--- config.mk ---
export PLATFORM = sky130hd
export DESIGN_NAME = seg7_to_hex_encoder
export DESIGN_NICKNAME = d
export VERILOG_FILES = /design/src/rtl/seg7_to_hex_encoder.sv
export SDC_FILE = /design/constraint.sdc
export NUM_CORES = 1
export LEC_CHECK = 0
export CORE_MARGIN = 2
export CORE_UTILIZATION = 35
export CTS_BUF_LIST = sky130_fd_sc_hd__clkbuf_8
export DETAILED_ROUTE_END_ITERATION = 16
export HOLD_SLACK_MARGIN = 0.03
export PLACE_DENSITY = 0.64
export SYNTH_ARGS = -nofsm -noshare
export SYNTH_HDL_FRONTEND = slang
export SYNTH_SLANG_ARGS = --single-unit
export TNS_END_PERCENT = 20
--- constraint.sdc ---
create_clock -name clock -period 2.4 [get_ports clock]
set_clock_uncertainty 0.2 [all_clocks]
set_input_delay 0.36 -clock clock [delete_from_list [all_inputs] [get_ports clock]]
set_output_delay 0.36 -clock clock [all_outputs]
set_load 0.05 [all_outputs]
--- src/rtl/seg7_to_hex_encoder.sv ---
// -----------------------------------------------------------------------------
// seg7_to_hex_encoder
//
// Watches an active-low seven-segment bus and recovers the hex digit it shows.
// The bus is brought in through a two-flop synchroniser. A run counter measures
// how long the synchronised pattern has been steady. Once it has been steady for
// STABLE_CYCLES samples, the pattern is accepted. An accepted pattern that
// differs from the last one reported produces a one-cycle valid strobe. It also
// updates the hex/blank/err flags and bumps digit_count.
//
// Ports
//   clock        system clock, rising edge
//   resetn       asynchronous active-low reset
//   seg[6:0]     segment bus, active-low, seg[0]=a .. seg[6]=g
//   sample_en    enables qualification; low forces IDLE
//   hex[3:0]     last accepted digit (held across blank/illegal patterns)
//   valid        one-cycle strobe for a newly accepted pattern
//   blank        last accepted pattern was all segments off (7'h7F)
//   err          last accepted pattern was neither a digit nor blank
//   digit_count  number of valid strobes, wraps 255 -> 0
// -----------------------------------------------------------------------------
module seg7_to_hex_encoder #(
    parameter int STABLE_CYCLES = 4
) (
    input  logic       clock,
    input  logic       resetn,
    input  logic [6:0] seg,
    input  logic       sample_en,
    output logic [3:0] hex,
    output logic       valid,
    output logic       blank,
    output logic       err,
    output logic [7:0] digit_count
);

    localparam logic [1:0] ST_IDLE   = 2'd0;
    localparam logic [1:0] ST_SETTLE = 2'd1;
    localparam logic [1:0] ST_HOLD   = 2'd2;

    localparam logic [3:0] STABLE_RUN = 4'(STABLE_CYCLES);
    localparam logic [6:0] SEG_BLANK  = 7'h7F;

    // The MSB of last_reg marks "nothing reported yet". No 7-bit bus value
    // can match it, so the first accept after leaving IDLE always reports.
    localparam logic [7:0] LAST_NONE  = 8'h80;

    // Active-low segment codes for digits 0..F, indexed by digit value.
    localparam logic [6:0] DIGIT_CODE [16] = '{
        7'h40, 7'h79, 7'h24, 7'h30, 7'h19, 7'h12, 7'h02, 7'h78,
        7'h00, 7'h10, 7'h08, 7'h03, 7'h46, 7'h21, 7'h06, 7'h0E
    };

    logic [6:0] sync1_reg;
    logic [6:0] seg_s_reg;
    logic [6:0] seg_p_reg;     // seg_s from the previous cycle
    logic [3:0] run_reg, run_next;
    logic [1:0] state_reg, state_next;
    logic [7:0] last_reg;
    logic [3:0] hex_reg;
    logic       valid_reg;
    logic       blank_reg;
    logic       err_reg;
    logic [7:0] count_reg;

    logic        seg_changed;
    logic        accept;
    logic        report;
    logic [15:0] digit_hit;
    logic        digit_legal;
    logic [3:0]  digit_val;

    // ---------------------------------------------------------------- decode
    for (genvar gi = 0; gi < 16; gi++) begin : g_match
        assign digit_hit[gi] = (seg_s_reg == DIGIT_CODE[gi]);
    end

    // The codes are all distinct, so at most one bit of digit_hit is set.
    always_comb begin
        digit_val = 4'd0;
        for (int i = 0; i < 16; i++) begin
            if (digit_hit[i]) begin
                digit_val = 4'(i);
            end
        end
    end

    assign digit_legal = |digit_hit;

    // ------------------------------------------------------ qualification
    assign seg_changed = (seg_s_reg != seg_p_reg);

    always_comb begin
        run_next = run_reg;
        if (!sample_en) begin
            run_next = 4'd0;
        end else if (seg_changed) begin
            run_next = 4'd1;
        end else if (run_reg != 4'hF) begin
            run_next = run_reg + 4'd1;
        end
    end

    // The accept fires on the edge where the run count reaches the threshold.
    // If sample_en is low on that edge, the accept does not happen.
    assign accept = sample_en && (state_reg == ST_SETTLE) && (run_next == STABLE_RUN);
    assign report = accept && ({1'b0, seg_s_reg} != last_reg);

    always_comb begin
        state_next = state_reg;
        if (!sample_en) begin
            state_next = ST_IDLE;
        end else begin
            case (state_reg)
                ST_IDLE:   state_next = ST_SETTLE;
                ST_SETTLE: state_next = accept ? ST_HOLD : ST_SETTLE;
                ST_HOLD:   state_next = seg_changed ? ST_SETTLE : ST_HOLD;
                default:   state_next = ST_IDLE;
            endcase
        end
    end

    // ------------------------------------------------------------ registers
    always_ff @(posedge clock or negedge resetn) begin
        if (!resetn) begin
            sync1_reg <= SEG_BLANK;
            seg_s_reg <= SEG_BLANK;
            seg_p_reg <= SEG_BLANK;
            run_reg   <= 4'd0;
            state_reg <= ST_IDLE;
            last_reg  <= {1'b0, SEG_BLANK};
            hex_reg   <= 4'd0;
            valid_reg <= 1'b0;
            blank_reg <= 1'b0;
            err_reg   <= 1'b0;
            count_reg <= 8'd0;
        end else begin
            sync1_reg <= seg;
            seg_s_reg <= sync1_reg;
            seg_p_reg <= seg_s_reg;
            run_reg   <= run_next;
            state_reg <= state_next;
            valid_reg <= report;

            if (sample_en && (state_reg == ST_IDLE)) begin
                last_reg <= LAST_NONE;
            end else if (report) begin
                last_reg <= {1'b0, seg_s_reg};
            end

            if (report) begin
                count_reg <= count_reg + 8'd1;
                if (digit_legal) begin
                    hex_reg   <= digit_val;
                    blank_reg <= 1'b0;
                    err_reg   <= 1'b0;
                end else if (seg_s_reg == SEG_BLANK) begin
                    blank_reg <= 1'b1;
                    err_reg   <= 1'b0;
                end else begin
                    blank_reg <= 1'b0;
                    err_reg   <= 1'b1;
                end
            end
        end
    end

    assign hex         = hex_reg;
    assign valid       = valid_reg;
    assign blank       = blank_reg;
    assign err         = err_reg;
    assign digit_count = count_reg;

endmodule

==> PnR_summary.wiki <==
{| class="wikitable"
! Metric !! Value
|-
| Fraction of registers with async set/reset || 100%
|-
| Most common cell in the netlist || sky130_fd_sc_hd__dfstp_2
|-
| Worst slew margin relative to its limit || 59.6%
|-
| Clock slew at the register clock pins of the worst setup and hold paths || 90 ps
|-
| Routed wire length || 4270 um
|-
| Mean instance size in the synthesized netlist || 11.6 um^2
|-
| Overall die area || 0.00746 mm^2
|-
| Count of maximum capacitance violations || 0
|-
| Routability Congestion || 0.843
|-
| Proportion of synthesized chip area in sequential cells || 54.2%
|-
| Critical path startpoint || seg_s_reg[1]
|-
| Count of unique library cells instantiated by Yosys || 52
|-
| Transition time at the pin with the least slew margin || 606 ps
|-
| Flop-to-flop setup slack || 110 ps
|-
| Antenna cell count || 0
|-
| Vias per cell || 5.04
|-
| Vias in the first global route || 1,627
|-
| Number of setup violations in the final report || 0
|-
| Clk sinks || 50
|-
| Max-slew violation total from the final report || 0
|-
| Part of the total power dissipated in sequential elements || 54.9%
|-
| Startpoint type of the worst setup path || register
|-
| Worst reg2reg path endpoint || hex[2]
|-
| Signal arrival time at the worst endpoint || between 2000 and 2500 ps
|-
| Clk pwr share || approximately 36%
|-
| Maximum buffer depth of the clock tree || 2
|-
| Number of filler cells placed in the layout || between 600 and 700
|-
| Leading post-synthesis cells by cell area || sky130_fd_sc_hd__dfstp_2, sky130_fd_sc_hd__dfrtp_1, sky130_fd_sc_hd__xnor2_1
|-
| Maximum frequency from static timing analysis || 436 MHz
|-
| Power per Cell Area || around 550 mW/mm^2
|-
| Number of buffers added by the clock tree synthesis step || 5
|-
| Layout cell share with drive strength beyond 1 || 30.1%
|-
| Startpoint of the most critical register-to-register path || seg_s_reg[1]
|-
| Mapped Area || 0.00237 mm^2
|-
| Core area || 0.00668 mm^2
|-
| Post-layout total power || 1.62 mW
|-
| Setup slack of the critical path after layout || 107 ps
|-
| Die Wd || 86.4 um
|-
| Pint || 1.26 mW
|-
| Pre-antenna DRT Iters || 4
|-
| Synthesized flop and latch total || 50
|-
| Minimum hold slack || between 150 and 200 ps
|-
| Worst Setup Path Type || register to register
|-
| Area share of the largest cell type after synthesis || a little over 30%
|-
| Combinational cell fraction of total power || 8.8%
|-
| Count of cells along the worst hold path || 0
|-
| Crit path time final || 2290 ps
|-
| Net switching power || roughly 0.36 mW
|-
| Hold/Removal Path Class || register to register
|-
| Crit Path Max Fanout || 14
|-
| Average wire length per cell after detail routing || 13.0 um
|-
| Count of yosys warnings during synthesis || 0
|-
| Remaining DRCs || 0
|-
| CTS H-tree depth || 2
|-
| Cells after Synth || 205
|-
| Hold Fails Final Rpt || 0
|-
| Data required, critical path || 2390 ps
|-
| Boundary pin count || 25
|-
| Grt total ovfl || 0
|-
| DPL Wire Length || 3120 um
|-
| Sink of the worst hold path || seg_s_reg[6]
|-
| Wire length of the first global-routing pass || ~7500 um
|-
| Port buffer count || 24
|-
| TritonCTS clock tree || yes
|-
| Post-place setup slack || -125 ps
|-
| Leakage power summed over all cells || 1.26 nW
|-
| Clk_lat worst skew || 300 ps
|-
| Total number of vias || 1,657
|-
| Switch share || 22.5%
|-
| First DRT Iteration DRCs || ~130
|-
| Worst VDD drop || 0.270 mV
|-
| Initial Util || 35.5%
|-
| Layout Area Growth over Synthesis || 24.9%
|-
| Setup repair after global routing missed its margin || yes
|-
| Net count after synthesis || 217
|-
| Final worst-path cycle share || around 96%
|-
| Standard-cell rows || 30
|-
| Path depth of the worst reg2reg path || 7
|-
| List of most frequent post-synthesis cells || sky130_fd_sc_hd__dfstp_2, sky130_fd_sc_hd__dfrtp_1, sky130_fd_sc_hd__nand2_1, sky130_fd_sc_hd__xnor2_1, sky130_fd_sc_hd__nor2_1
|-
| Number of enable-type register cells in the synthesized netlist || 0
|-
| Primary FF master, synth || sky130_fd_sc_hd__dfstp_2
|-
| Maximum number of pins on one net before global-route repair || 51
|-
| Hold path startpoint || sync1_reg[6]
|-
| Largest area contributor in the netlist || sky130_fd_sc_hd__dfstp_2
|-
| Die outline height || 86.4 um
|-
| Antenna violations before repair || 0
|-
| Count of nets left with antenna violations after detail routing || 0
|-
| Status || complete, no violations
|-
| Final layout net count || 260
|-
| Aggregate global-route resource usage || 12.6%
|-
| Root buffer cell || sky130_fd_sc_hd__clkbuf_8
|-
| Sort of element at the end of the critical path || register
|}
==> area by class of cell <==
cell class / count / area [um^2] / share of cell area [%]
Clock buffer: 5 / 68.8 / 2.32
Clock inverter: 3 / 43.8 / 1.48
Tap cell: 80 / 100 / 3.38
Inverter: 6 / 22.5 / 0.760
Timing Repair Buffer: 47 / 427 / 14.4
Multi-Input combinational cell: 138 / 1020 / 34.3
Sequential cell: 50 / 1290 / 43.4
==> routing by layer <==
layer | GRT usage [%] | vias to the layer above | share of wire [%]
li1 | - | 816 | -
met1 | 18.2 | 800 | 49
met2 | 19.2 | 36 | 46
met3 | 2.86 | 5 | 3.8
met4 | 3.41 | 0 | 0.82
met5 | 0 | - | 0
==> worst max-delay path by stage <==
stage | end | slack, ps
after global routing | digit_count[6] | -10
after CTS | hex[2] | 8
after global placement | digit_count[4] | -60
after floorplan | digit_count[7] | 130
final | hex[2] | 110
after detailed placement | digit_count[6] | -130
==> cells by family (layout without fill, tap and decap cells) <==
| family | after synthesis | in the layout | share of synthesized area (%) |
|---|---|---|---|
| AND/OR/NAND/NOR | 66 | 66 | 15.5 |
| adder cells (fa/ha/maj) | 2 | 2 | 1.05 |
| XOR/XNOR | 24 | 24 | 8.86 |
| multiplexers | 7 | 7 | 3.69 |
| AO/OA/AOI/OAI | 39 | 39 | 13.0 |
| buffers and inverters | 17 | 61 | 3.74 |
| flip-flops | 50 | 50 | 54.2 |
==> timing repair <==
| action | CTS | global route |
|---|---|---|
| hold buffers | 1 | 0 |
| setup buffers | 0 | 0 |
| cloned | 0 | 0 |
| resized for setup | 1 | 5 |
| setup endpoints to repair | 7 | 19 |
| hold endpoints to repair | 22 | 0 |
==> worst max-delay path, cell delays in order, from the launching register on <==
cell and delay, ps:
sky130_fd_sc_hd__dfstp_2 410, sky130_fd_sc_hd__buf_4 180, sky130_fd_sc_hd__or4_4 540, sky130_fd_sc_hd__o32ai_4 300
sky130_fd_sc_hd__a21oi_2 100, sky130_fd_sc_hd__nand3_2 100, sky130_fd_sc_hd__nand2_4 70, sky130_fd_sc_hd__mux2_4 290
==> stage by stage <==
stage | instances | instance area, um^2 | TNS, ps | utilization [%]
after floorplan | 205 | 2370 | 0 | -
after global placement | 320 | 2820 | -338 | 42.2
after detailed placement | 320 | 2820 | -666 | 42.2
after CTS | 329 | 2940 | 0 | 44.1
after global routing | 329 | 2960 | -12.1 | 44.4
final | 329 | 2960 | 0 | 44.4
==> cells in the final DEF (no fill, tap or decap), drive strengths merged, types with 2 or more instances in the layout <==
| master | n |
|---|---|
| nand2 | 19 |
| o22ai | 2 |
| clkbuf | 5 |
| a21oi | 9 |
| nor3 | 3 |
| nor4 | 4 |
| ha | 2 |
| nand3 | 4 |
| a41oi | 2 |
| and3 | 4 |
| buf | 23 |
| a31oi | 3 |
| dfstp | 28 |
| nand4 | 6 |
| nand2b | 2 |
| o21ai | 3 |
| a21bo | 2 |
| clkdlybuf4s50 | 23 |
| nor2b | 4 |
| mux2 | 5 |
| and4 | 2 |
| inv | 7 |
| xnor2 | 16 |
| mux2i | 2 |
| xor2 | 8 |
| dfrtp | 22 |
| nor2 | 11 |
| a22o | 7 |
==> power by group through the flow <==
stage	Sequential (mW)	Clock (mW)	Combinational (mW)
6_report	0.891	0.589	0.142
5_1_grt	0.894	0.647	0.159
3_3_place_gp	0.905	0	0.141
4_1_cts	0.891	0.608	0.143
2_1_floorplan	0.903	0	0.0770
3_5_place_dp	0.906	0	0.142
Note: power is estimated with default switching activity, not from simulation.
